$ cat config.mk
export PLATFORM = sky130hd
export DESIGN_NAME = echo_request_arbiter
export DESIGN_NICKNAME = d
export VERILOG_FILES = /design/src/rtl/echo_request_arbiter.sv
export SDC_FILE = /design/constraint.sdc
export NUM_CORES = 1
export LEC_CHECK = 0
export ABC_AREA = 0
export CAP_MARGIN = 10
export CORE_AREA = 2 2 130 132
export CTS_CLUSTER_DIAMETER = 60
export DETAILED_ROUTE_END_ITERATION = 10
export DIE_AREA = 0 0 132 134
export SLEW_MARGIN = 20
export SYNTH_ARGS = -nofsm -noshare
export SYNTH_HDL_FRONTEND = slang
export SYNTH_SLANG_ARGS = --single-unit
$ cat constraint.sdc
create_clock -name CLK -period 4.11 [get_ports CLK]
set_clock_uncertainty 0.1 [all_clocks]
set_input_delay 1.0275 -clock CLK [delete_from_list [all_inputs] [get_ports CLK]]
set_output_delay 1.0275 -clock CLK [all_outputs]
set_load 0.1 [all_outputs]
$ cat src/rtl/echo_request_arbiter.sv
// -----------------------------------------------------------------------------
// echo_request_arbiter
//
// Shares one downstream "echo" say/heard channel between two clients.
// Say requests are arbitrated round-robin and forwarded with zero latency.
// The id of each forwarded client is pushed into a small tag FIFO. Heard
// responses from downstream are routed back to the client at the FIFO head,
// strictly in issue order.
//
// Ports
//   CLK              : clock, all state changes on the rising edge
//   nRST             : asynchronous active-low reset
//   req_say__ENA[1:0]: per-client say enable (bit i = client i)
//   req_say_meth/v   : per-client payload, client i at [32i+31:32i]
//   req_say__RDY[1:0]: per-client say ready
//   ind_heard__ENA   : per-client heard enable (only the head client's bit)
//   ind_heard_meth/v : heard payload, broadcast to both clients
//   ind_heard__RDY   : per-client heard ready
//   echo_say__ENA    : downstream say enable
//   echo_say_meth/v  : downstream say payload
//   echo_say__RDY    : downstream say ready
//   echo_heard__ENA  : downstream heard enable
//   echo_heard_meth/v: downstream heard payload
//   echo_heard__RDY  : downstream heard ready
// -----------------------------------------------------------------------------
module echo_request_arbiter #(
    parameter int DEPTH = 4
) (
    input  logic        CLK,
    input  logic        nRST,
    input  logic [1:0]  req_say__ENA,
    input  logic [63:0] req_say_meth,
    input  logic [63:0] req_say_v,
    output logic [1:0]  req_say__RDY,
    output logic [1:0]  ind_heard__ENA,
    output logic [31:0] ind_heard_meth,
    output logic [31:0] ind_heard_v,
    input  logic [1:0]  ind_heard__RDY,
    output logic        echo_say__ENA,
    output logic [31:0] echo_say_meth,
    output logic [31:0] echo_say_v,
    input  logic        echo_say__RDY,
    input  logic        echo_heard__ENA,
    input  logic [31:0] echo_heard_meth,
    input  logic [31:0] echo_heard_v,
    output logic        echo_heard__RDY
);

    localparam int          AW     = (DEPTH > 2) ? $clog2(DEPTH) : 1;
    localparam logic [AW:0] C_FULL = (AW + 1)'(DEPTH);

    logic             r_prio;
    logic [AW:0]      r_count;
    logic [AW-1:0]    r_wr_ptr;
    logic [AW-1:0]    r_rd_ptr;
    logic [DEPTH-1:0] r_tags;

    logic       w_down_ok;
    logic [1:0] w_rdy;
    logic [1:0] w_fire;
    logic       w_push;
    logic       w_push_tag;
    logic       w_sel;
    logic       w_head;
    logic       w_heard_rdy;
    logic       w_pop;

    assign w_down_ok   = echo_say__RDY & (r_count != C_FULL);
    assign w_fire      = req_say__ENA & w_rdy;
    assign w_push      = w_fire[0] | w_fire[1];
    assign w_push_tag  = w_fire[1];
    assign w_head      = r_tags[r_rd_ptr];
    assign w_heard_rdy = (r_count != {(AW + 1){1'b0}}) & ind_heard__RDY[w_head];
    assign w_pop       = echo_heard__ENA & w_heard_rdy;

    // Round-robin grant: the priority client wins, the other only when prio is idle.
    always_comb begin
        w_rdy    = 2'b00;
        w_rdy[0] = w_down_ok & (~r_prio | ~req_say__ENA[r_prio]);
        w_rdy[1] = w_down_ok & ( r_prio | ~req_say__ENA[r_prio]);
    end

    // Payload source: the firing client, or the priority client when idle.
    always_comb begin
        w_sel = r_prio;
        if (w_fire[1]) begin
            w_sel = 1'b1;
        end else if (w_fire[0]) begin
            w_sel = 1'b0;
        end else begin
            w_sel = r_prio;
        end
    end

    // Downstream say mux.
    always_comb begin
        echo_say_meth = req_say_meth[31:0];
        echo_say_v    = req_say_v[31:0];
        if (w_sel) begin
            echo_say_meth = req_say_meth[63:32];
            echo_say_v    = req_say_v[63:32];
        end else begin
            echo_say_meth = req_say_meth[31:0];
            echo_say_v    = req_say_v[31:0];
        end
    end

    // Heard routing: only the client at the FIFO head sees the enable.
    always_comb begin
        ind_heard__ENA = 2'b00;
        if (w_pop) begin
            ind_heard__ENA = w_head ? 2'b10 : 2'b01;
        end else begin
            ind_heard__ENA = 2'b00;
        end
    end

    assign req_say__RDY    = w_rdy;
    assign echo_say__ENA   = w_push;
    assign echo_heard__RDY = w_heard_rdy;
    assign ind_heard_meth  = echo_heard_meth;
    assign ind_heard_v     = echo_heard_v;

    // Priority, pointers and occupancy; pointers wrap naturally (DEPTH is 2^AW).
    always_ff @(posedge CLK or negedge nRST) begin
        if (!nRST) begin
            r_prio   <= 1'b0;
            r_count  <= {(AW + 1){1'b0}};
            r_wr_ptr <= {AW{1'b0}};
            r_rd_ptr <= {AW{1'b0}};
        end else begin
            if (w_push) begin
                r_prio   <= ~w_push_tag;
                r_wr_ptr <= r_wr_ptr + AW'(1);
            end
            if (w_pop) begin
                r_rd_ptr <= r_rd_ptr + AW'(1);
            end
            case ({w_push, w_pop})
                2'b10:   r_count <= r_count + (AW + 1)'(1);
                2'b01:   r_count <= r_count - (AW + 1)'(1);
                default: r_count <= r_count;
            endcase
        end
    end

    // Tag storage; stale entries are harmless because occupancy gates every read.
    always_ff @(posedge CLK) begin
        if (w_push) begin
            r_tags[r_wr_ptr] <= w_push_tag;
        end
    end

endmodule

Yosys cells after proc, flatten, opt, wreduce, memory -nomap -nowiden
Cells that the tools add are included.
{"block": "classes", "eq_ne": 3, "magnitude_cmp": 5, "addsub": 4, "n_bitwise": 12, "muxes": 16, "reduce_logical": 3}
{"op": "32-bit two-way mux", "count": 2}
{"op": "1-bit two-way mux", "count": 8}
{"op": "2-bit by 3-bit < comparator with 1-bit output, second input constant", "count": 2}
{"op": "3-bit case mux with 2 select lines", "count": 1}
{"op": "1-bit AND", "count": 5}
{"op": "2-bit by 1-bit adder with 2-bit output, second input constant", "count": 2}
{"op": "4-bit bitwise mux", "count": 1}
{"op": "1-bit by 2-bit < comparator with 1-bit output, second input constant", "count": 2}
{"op": "2-bit two-way mux", "count": 2}
{"op": "3-bit by 1-bit adder with 3-bit output, second input constant", "count": 1}
{"op": "3-bit inequality test, second input constant", "count": 1}
{"op": "1-bit inverter", "count": 3}
{"op": "1-bit OR", "count": 3}
{"op": "3-bit nonzero test", "count": 1}
{"op": "3-bit by 1-bit subtractor with 3-bit output, second input constant", "count": 1}
{"op": "2-bit AND", "count": 1}
{"op": "1-bit binary-select mux with 2-bit select", "count": 1}
{"op": "1-bit demux with 2-bit select", "count": 1}
{"op": "2-bit by 1-bit equality test with 1-bit output, second input constant", "count": 1}
{"op": "2-bit equality test, second input constant", "count": 1}
{"op": "2-bit by 1-bit greater-or-equal comparator with 1-bit output, second input constant", "count": 1}
{"op": "2-bit nonzero test", "count": 1}
{"op": "1-bit logical AND", "count": 1}
{"block": "totals", "regBits": 12, "inputBits": 200}

Logic depth before layout (Yosys ltp)
Gate-level depths: netlist of the first run.
{"block": "depth", "depth_word": 9, "ltp_mapped": 10, "mapped_depth_nobuf": 10}

Least setup slack after synthesis of the first run
No wires, ideal clock.
{"block": "synth_path", "kind": "input -> output", "startpoint": "in echo_heard__ENA", "endpoint": "out ind_heard__ENA[0]", "cell_stages": 2, "setup_slack_ns": -0.377, "t_arrival_ns": 3.360, "path_cell_list": "o31ai_1 > nor3b_1"}
{"block": "synth_between", "elab_chain_len": 2}
{"element": "start, declared", "line": "43", "rtl": "input logic echo_heard__ENA,"}
{"element": "1-bit AND", "line": "74", "rtl": "assign w_pop = echo_heard__ENA & w_heard_rdy;"}
{"element": "2-bit two-way mux", "line": "111", "rtl": "if (w_pop) begin"}
{"element": "end, declared", "line": "35", "rtl": "output logic [1:0] ind_heard__ENA,"}
No other way between the ends.

Worst setup path in the final report of the first run
{"block": "layout_path", "startpoint": "in req_say__ENA[1]", "endpoint": "out echo_say_meth[17]"}
{"block": "layout_between", "elab_chain_len": 9, "elab_cells_between_ends": 11}
{"element": "start, declared", "line": "31", "rtl": "input logic [1:0] req_say__ENA,"}
{"element": "1-bit two-way mux (implied by the code) (2 in series)", "line": "79, 80"}
{"element": "1-bit inverter", "line": "79, 80"}
{"element": "1-bit OR", "line": "79", "rtl": "w_rdy[0] = w_down_ok & (~r_prio | ~req_say__ENA[r_prio]);"}
{"element": "1-bit AND", "line": "79"}
{"element": "2-bit AND (*)", "line": "69", "rtl": "assign w_fire = req_say__ENA & w_rdy;"}
{"element": "1-bit two-way mux", "line": "88", "rtl": "end else if (w_fire[0]) begin"}
{"element": "1-bit two-way mux (*)", "line": "86", "rtl": "if (w_fire[1]) begin"}
{"element": "32-bit two-way mux (*)", "line": "99", "rtl": "if (w_sel) begin"}
{"element": "end, declared", "line": "40", "rtl": "output logic [31:0] echo_say_meth,"}
Every way passes the cells marked *; elsewhere a longest branch is shown, timed or not. The select of a mux whose other input is x is not followed.

==> results of run 1 <==
-- through the flow --
stage                      util  setup slack, ps  hold slack, ps
after global routing      0.288             15.5             434
final                     0.288             93.2             416
after detailed placement  0.280             82.3             410
after CTS                 0.285             65.6             419
after floorplan               -              368             379
after global placement    0.280             96.6             401
-- per-layer routing --
layer,up-vias,GRT usage,share of wire
li1,941,-,-
met1,935,0.136,0.42
met2,133,0.165,0.46
met3,21,0.0491,0.10
met4,2,0.0266,0.019
met5,-,0,0.0013
-- state kept, by name, summed over array words and instances (netlist names) --
name	cells
r_rd_ptr	2
r_prio	1
r_count	3
r_tags	4
r_wr_ptr	2
-- critical path, cell delays in order --
cell and delay [ps]:
clkdlybuf4s50_1 480, inv_1 50, a31o_2 250, a21oi_4 170
buf_12 170, buf_12 160, mux2_1 370, buf_12 180
-- kinds of logic after synthesis --
logic type | synth area share
adder cells (fa/ha/maj) | 0.0415
buffers and inverters | 0.286
multiplexers | 0.403
flip-flops | 0.161
AND/OR/NAND/NOR | 0.0459
AO/OA/AOI/OAI | 0.0408
XOR/XNOR | 0.0220
-- final cells by class --
cell class | count | area share
well taps | 220 | 0.0586
clock inverters | 1 | 0.000799
repair buffers | 224 | 0.614
multi-input cells | 109 | 0.235
flip-flops and latches | 12 | 0.0682
clock buffers | 3 | 0.0160
inverters | 9 | 0.00719
-- where the power goes --
| group | internal [mW] | switching [mW] |
|---|---|---|
| Combinational | 1.37 | 2.13 |
| Sequential | 0.176 | 0.0494 |
| Clock | 0.128 | 0.0511 |
| Total | 1.67 | 2.23 |
-- synth_stat cells, drive strengths merged --
cell type	number
and3	1
or3b	1
xor2	3
o31ai	2
ha	5
nand2	1
xnor2	2
a31oi	2
a21oi	4
edfxtp	4
mux2i	7
and2	7
dfrtp	8
mux2	65
fa	1
nor2	3
o21ai	1
buf	70
a31o	1
nor3b	2
o31a	1
inv	9
-- final timing paths --
path	start	to	slack, ps	cells past startpoint
min in group asynchronous	nRST	r_rd_ptr[1]$_DFFE_PN0N_	980	1
min reg2reg	r_count[2]$_DFFE_PN0P_	r_count[2]$_DFFE_PN0P_	420	1
max reg2reg	r_count[0]$_DFFE_PN0P_	r_count[2]$_DFFE_PN0P_	1700	11
min	r_count[2]$_DFFE_PN0P_	r_count[2]$_DFFE_PN0P_	420	1
max	req_say__ENA[1]	echo_say_meth[17]	90	8
max in group asynchronous	nRST	r_wr_ptr[0]$_DFFE_PN0P_	2640	1
==> summary.txt, run 1 <==
Logic synthesis
  – Syn Area/Cell: 9.96 um2
  – Seq cells post-synth: 12
  – Synth Cell Area: 1990 um2
  – Synth cell types: 25
  – Mapped Cells: 200
  – Area leader, netlist: mux2_2
  – Yosys warning count: 0
  – Top cell type's share of synthesized area: 0.345
  – Top cells by area, synth: mux2_2, buf_4, dfrtp_1, edfxtp_1, mux2i_1
  – Post-synthesis sequential area ratio: 0.161
  – Syn Nets: 406

CTS
  – Clk root buf: clkbuf_16
  – # clock sinks: 12
  – Postcts setup bufs: 0
  – Post-CTS sizing: 0
  – Longest Clk Path Bufs: 2
  – CTS tree: built
  – Total CTS buffers: 3
  – H-tree lvl count: 1
  – CTS Hold Buffers Added: 0
  – Clk Latency, worst-skew pair: 240 ps
  – Clock transition at path regs: 40 ps

Global route
  – First-pass GRT wire length: 14.3 mm
  – Total Routing Usage GR: 0.107
  – Largest net degree at the start of global routing: 20
  – Initial antenna violation count: 2
  – Vias in the first global route: 2276
  – Total global routing overflow: 0

Drt
  – Routed Antenna Nets: 0
  – First-pass detailed-route iteration total: 4
  – Via-to-Cell Ratio: 3.52
  – DRC violations left: 0
  – Final WL: 9.99 mm
  – Via count: 2032
  – Initial DRC count: 55
  – Routed len/inst: 17.3 um

Placement
  – Dpl hpwl: 9.03 mm
  – GPL Wtd Cong: 0.789
  – Area after DPL: 4560 um2
  – Port-buffer cells: 205
  – Placed cells: 566

Floorplanning
  – Horiz. Die Dim: 132 um
  – Die Y-Extent: 134 um
  – Core Rows: 47
  – Num ports: 334
  – Die ar.: 17700 um2
  – Initial core utilization: 0.122
  – CORE AREA: 16300 um2

Timing
  – Final min period: 4020 ps
  – Worst rel slew slack: 0.577
  – RSZ-0062 raised after global routing: no
  – Fmax achieved: 249 MHz
  – Final period utilization: 0.977
  – Hold Fails Final Rpt: 0
  – Max-slew violations: 0
  – Final Setup Violations: 0
  – Slew @ Worst Pin: 629 ps
  – Final TNS setup: 0 ps

Finish
  – Final #Nets: 565
  – Sequential Area: 320 um2
  – Most frequent cells in the layout: clkdlybuf4s50_1, buf_12, mux2_2, buf_4, inv_1
  – Layout area overhead: 136%
  – Post-route cell area: 4700 um2
  – Share of cells above drive strength 1: 0.439
  – Multi-input gate area: 1110 um2
  – Fill cell count: 1672
  – Non-filler cells, final: 578
  – Leading cell type in the layout, fill and taps excluded: clkdlybuf4s50_1
  – Antenna cell count: 0

Worst setup path
  – Worst Setup End Kind: output port
  – Critical Path Start Type: input pin
  – Req. time, crit path: 2980 ps
  – CP Max Fanout: 18
  – Critical path type: in -> out
  – Crit path arrival time: 2890 ps

Power
  – Total power: 3.90 mW
  – LEAKAGE: 1.91 nW
  – PwrDens: 830 nW/um2
  – Maximum vdd drop: 0.499 mV

Worst hold path
  – Hold Path Class: reg -> reg

Status
  – Status: finished clean

Flow run
  – Max Cap Violations: 0
Power figures use the tool's default switching activity.
==> run 2, diff against run 1 <==
--- a/config.mk
+++ b/config.mk
@@ -11,6 +11,7 @@
 export CTS_CLUSTER_DIAMETER = 60
 export DETAILED_ROUTE_END_ITERATION = 10
 export DIE_AREA = 0 0 132 134
+export GPL_ROUTABILITY_DRIVEN = 0
 export SLEW_MARGIN = 20
 export SYNTH_ARGS = -nofsm -noshare
 export SYNTH_HDL_FRONTEND = slang
==> results of run 2 <==
Final layout, timing and power as in run 1 (identical DEF).
==> run 3, diff against run 2 <==
--- a/config.mk
+++ b/config.mk
@@ -5,13 +5,13 @@
 export SDC_FILE = /design/constraint.sdc
 export NUM_CORES = 1
 export LEC_CHECK = 0
-export ABC_AREA = 0
 export CAP_MARGIN = 10
 export CORE_AREA = 2 2 130 132
 export CTS_CLUSTER_DIAMETER = 60
 export DETAILED_ROUTE_END_ITERATION = 10
 export DIE_AREA = 0 0 132 134
 export GPL_ROUTABILITY_DRIVEN = 0
+export SKIP_LAST_GASP = 1
 export SLEW_MARGIN = 20
 export SYNTH_ARGS = -nofsm -noshare
 export SYNTH_HDL_FRONTEND = slang
==> results of run 3 <==
Final layout, timing and power as in run 1 (identical DEF).
==> RTL change 1: new RTL, settings of run 2 <==
The parameter `DEPTH` goes from 4 to 2.
--- a/src/rtl/echo_request_arbiter.sv
+++ b/src/rtl/echo_request_arbiter.sv
@@ -26,3 +26,3 @@
 module echo_request_arbiter #(
-    parameter int DEPTH = 4
+    parameter int DEPTH = 2
 ) (
Formal check against the unedited RTL: not equivalent (a bounded check fails within 4 cycles, from zero or initial values and one cycle with nRST low).
==> RTL change 1 against run 2 <==
Design area fell by 9.9%; critical endpoint is now echo_say_meth[29]; area after synthesis fell by 16%; total power fell by 5.4%; sequential cell count fell by 5; clock power fell by 7%; die area did not move; sequential share of layout area fell by 2.4 points; routed wire length fell by 15%; combinational power fell by 3%; critical path depth fell by 1; register-to-register slack improved by 0.48 ns; setup slack improved by 0.036 ns; utilization fell by 2.9 points; fmax rose by 0.91%.
==> RTL change 1: results (changes against run 2) <==
Top Layer Used=met4; worst setup path endpoint=echo_say_meth[29]; Storage cell area=185 sq um (-42%); WL met2=4.01 mm (-12%); met3 wire length=908 um (-12%); clock buffers=4 (+1); multi-input combinational area share=22.0% (-1.5 points); status=finished, final reports clean; non-clock inverter count=4 (-5); R2R Setup Slk=2.18 ns (+0.48 ns); reg2reg path depth=6 (-5); synthesized area=1660 sq um (-16%); GRT Util Overall=9.21% (-1.5 points); Fill cells=1,705 (+2.0%); Peak supply drop=0.430 mV (-14%); Post-synth top cells=buf_4 (67), mux2_2 (60), nor2_1 (7); worst r2r src=r_rd_ptr; pin count of the biggest net entering global routing=41 (+110%); Worst EP arrival=2.85 ns (-0.04 ns); grt met2 use=15.2% (-1.2 points); Net Count, Synth=376 (-7.4%); async set-reset flop share out of synthesis=71.4% (+4.8 points); placed inst area=4150 sq um (-8.9%); EDFF count, synth=2 (-2); Data buffer area share=64.9% (+3.5 points); number of global-route vias before repair=2,059 (-9.5%); first-pass GRT wire length=12.6 mm (-12%); Clock buf/inv share=1.86% (+0.18 points); number of distinct library cells after synthesis=22 (-12%); half-perimeter wire length after placement=7.57 mm (-16%)
## RTL change 1: worst min-delay path by stage
stage / to / slack (ns) / cells after the start
2_1_floorplan: r_rd_ptr / 0.36 / 1
3_3_place_gp: r_rd_ptr / 0.38 / 1
3_5_place_dp: r_rd_ptr / 0.39 / 1
4_1_cts: r_rd_ptr / 0.40 / 1
5_1_grt: r_rd_ptr / 0.43 / 1
6_report: r_rd_ptr / 0.39 / 1
## RTL change 1: kinds of logic (layout without fill, tap and decap cells)
kind of cell             after synthesis  after routing  share of synthesized area [%]
AO/OA/AOI/OAI                          9              9                           3.76
XOR/XNOR                               5              5                           2.63
adder cells (fa/ha/maj)                1              1                          0.752
buffers and inverters                 74            217                           33.2
flip-flops                             7              7                           11.1
multiplexers                          66             66                           44.5
AND/OR/NAND/NOR                       13             13                           4.06
## RTL change 1: power breakdown
group          internal (W)  switching, W  leakage (nW)
registers          0.000104     0.0000342        0.0767
clock network      0.000129     0.0000382        0.0382
logic               0.00126       0.00212          1.56
==> RTL change 2: new RTL, config.mk and constraints of run 2 <==
Without the edit above. Reset style: synchronous (`nRST`), changed in one clocked block. Comments in the files are not updated.
--- a/src/rtl/echo_request_arbiter.sv
+++ b/src/rtl/echo_request_arbiter.sv
@@ -124,3 +124,3 @@
     // Priority, pointers and occupancy; pointers wrap naturally (DEPTH is 2^AW).
-    always_ff @(posedge CLK or negedge nRST) begin
+    always_ff @(posedge CLK) begin
         if (!nRST) begin
Behaviour: differs if nRST is asserted again (counterexample within 4 cycles, from zero or initial values and one cycle with nRST low); with nRST held inactive, the same outputs for 10 cycles.
==> RTL change 2 against run 2 <==
Routed wire length is 0.33% higher; die area stayed put; register-to-register slack worse by 0.29 ns; area after synthesis is 0.57% lower; setup slack better by 0.039 ns; synthesized cell count is 5.5% higher; design area is 0.13% lower; sequential cell count stayed put.
Power is not compared: it rests on default switching activity, and its combinational part moved more than twofold at a synthesized area within 25%.
==> RTL change 2: results (changes against run 2) <==
status=finished, final reports clean; async set-reset flop share out of synthesis=0% (-67 points); placed insts=581 (+2.7%); Area contributors post-synth=mux2_2 (36%), buf_4 (25%), dfxtp_1 (8.1%), edfxtp_1 (6.1%), ha_1 (3.2%); number of distinct library cells after synthesis=29 (+16%); DP Worst Slack=0.000691 ns (-0.0816 ns); YS warnings=0 (unchanged); worst setup path endpoint=echo_say_v[23]; Power Density=326 nW/um^2; final wirelength=10.0 mm (+0.33%); sequential power share=9.8%; hold depth=2 (+1); crit path launch=echo_say__RDY; Avg Cell Area, Syn=9.39 sq um (-5.7%); CP top delay family=buffers and inverters; Post-Layout Cell Count=585 (+1.2%); reg-to-reg endpoint=r_count[2]; Post-synth top cells=buf_4 (67), mux2_2 (63), inv_1 (9); initial antenna violation count=1 (-1); CTS Root Buffer Type=clkbuf_16; layout cell share with drive strength beyond 1=42.2% (-1.7 points); half-perimeter wire length after placement=9.09 mm (+0.72%); cell-internal power=0.000757 W; initial drt markers=56 (+1.8%); drt first pass iters=4 (unchanged); Post CTS Setup Buffer Count=0 (unchanged); CTS Buf Count=3 (unchanged); Diodes inserted=0 (unchanged); WHS Endpoint=r_rd_ptr[1]; setup ws final=0.133 ns (+0.0394 ns); number of global-route vias before repair=2,328 (+2.3%); H-tree levels=1 (unchanged); type of the tightest min-delay check=reg -> reg; reg2reg path depth=10 (-1); first-pass GRT wire length=14.2 mm (-0.82%); ys flop type=dfxtp_1; placed inst area=4610 sq um (+1.1%); mean number of vias per cell=3.62 (+2.9%); worst hold slack=0.402 ns (-0.0138 ns); worst r2r src=r_rd_ptr[1]; Crit path largest cell delay=0.48 ns (about the same); Slew headroom=78.0% (+20 points); pin count of the biggest net entering global routing=17 (-15%); Layout Nets=572 (+1.2%); R2R Setup Slk=1.41 ns (-0.29 ns); crit path max fanout=16 (-2); post-synthesis sequential area ratio=14.2% (-1.9 points); Slowest-stage cell, CP=clkdlybuf4s50_1; worst hold start=r_rd_ptr[1]; Net Count, Synth=417 (+2.7%); GRT Util Overall=10.6% (-0.090 points); Worst EP arrival=2.85 ns (-0.04 ns)
==> RTL change 2: logic make-up (layout without fill, tap and decap cells) <==
family,after synthesis,after routing,share of synthesized area [%]
mux,71,71,40.1
buf+inv,79,233,28.8
compound gates,12,12,3.98
simple gates,28,28,7.45
flops,12,12,14.2
xor+xnor,3,3,1.33
fa+ha+maj,6,6,4.17
==> RTL change 2: final cells by class <==
class / instances / area [sq um]
Multi-Input combinational cell: 120 / 1130
Timing Repair Buffer: 220 / 2890
Fill cell: 1666 / 11600
Tap cell: 220 / 275
Inverter: 9 / 33.8
Clock buffer: 4 / 78.8
Sequential cell: 12 / 280
==> RTL change 2: routing by layer <==
metal	GRT usage [%]	vias to the layer above	part of all wire, %
li1	-	963	-
met1	12.6	983	38
met2	17.0	145	48
met3	5.97	23	12
met4	1.93	2	1.3
met5	0	-	0.13
==> RTL change 2: repair_timing <==
action,in CTS,in global routing
endpoints found under the setup margin,0,62
hold endpoints to repair,0,0
resized for setup,0,1
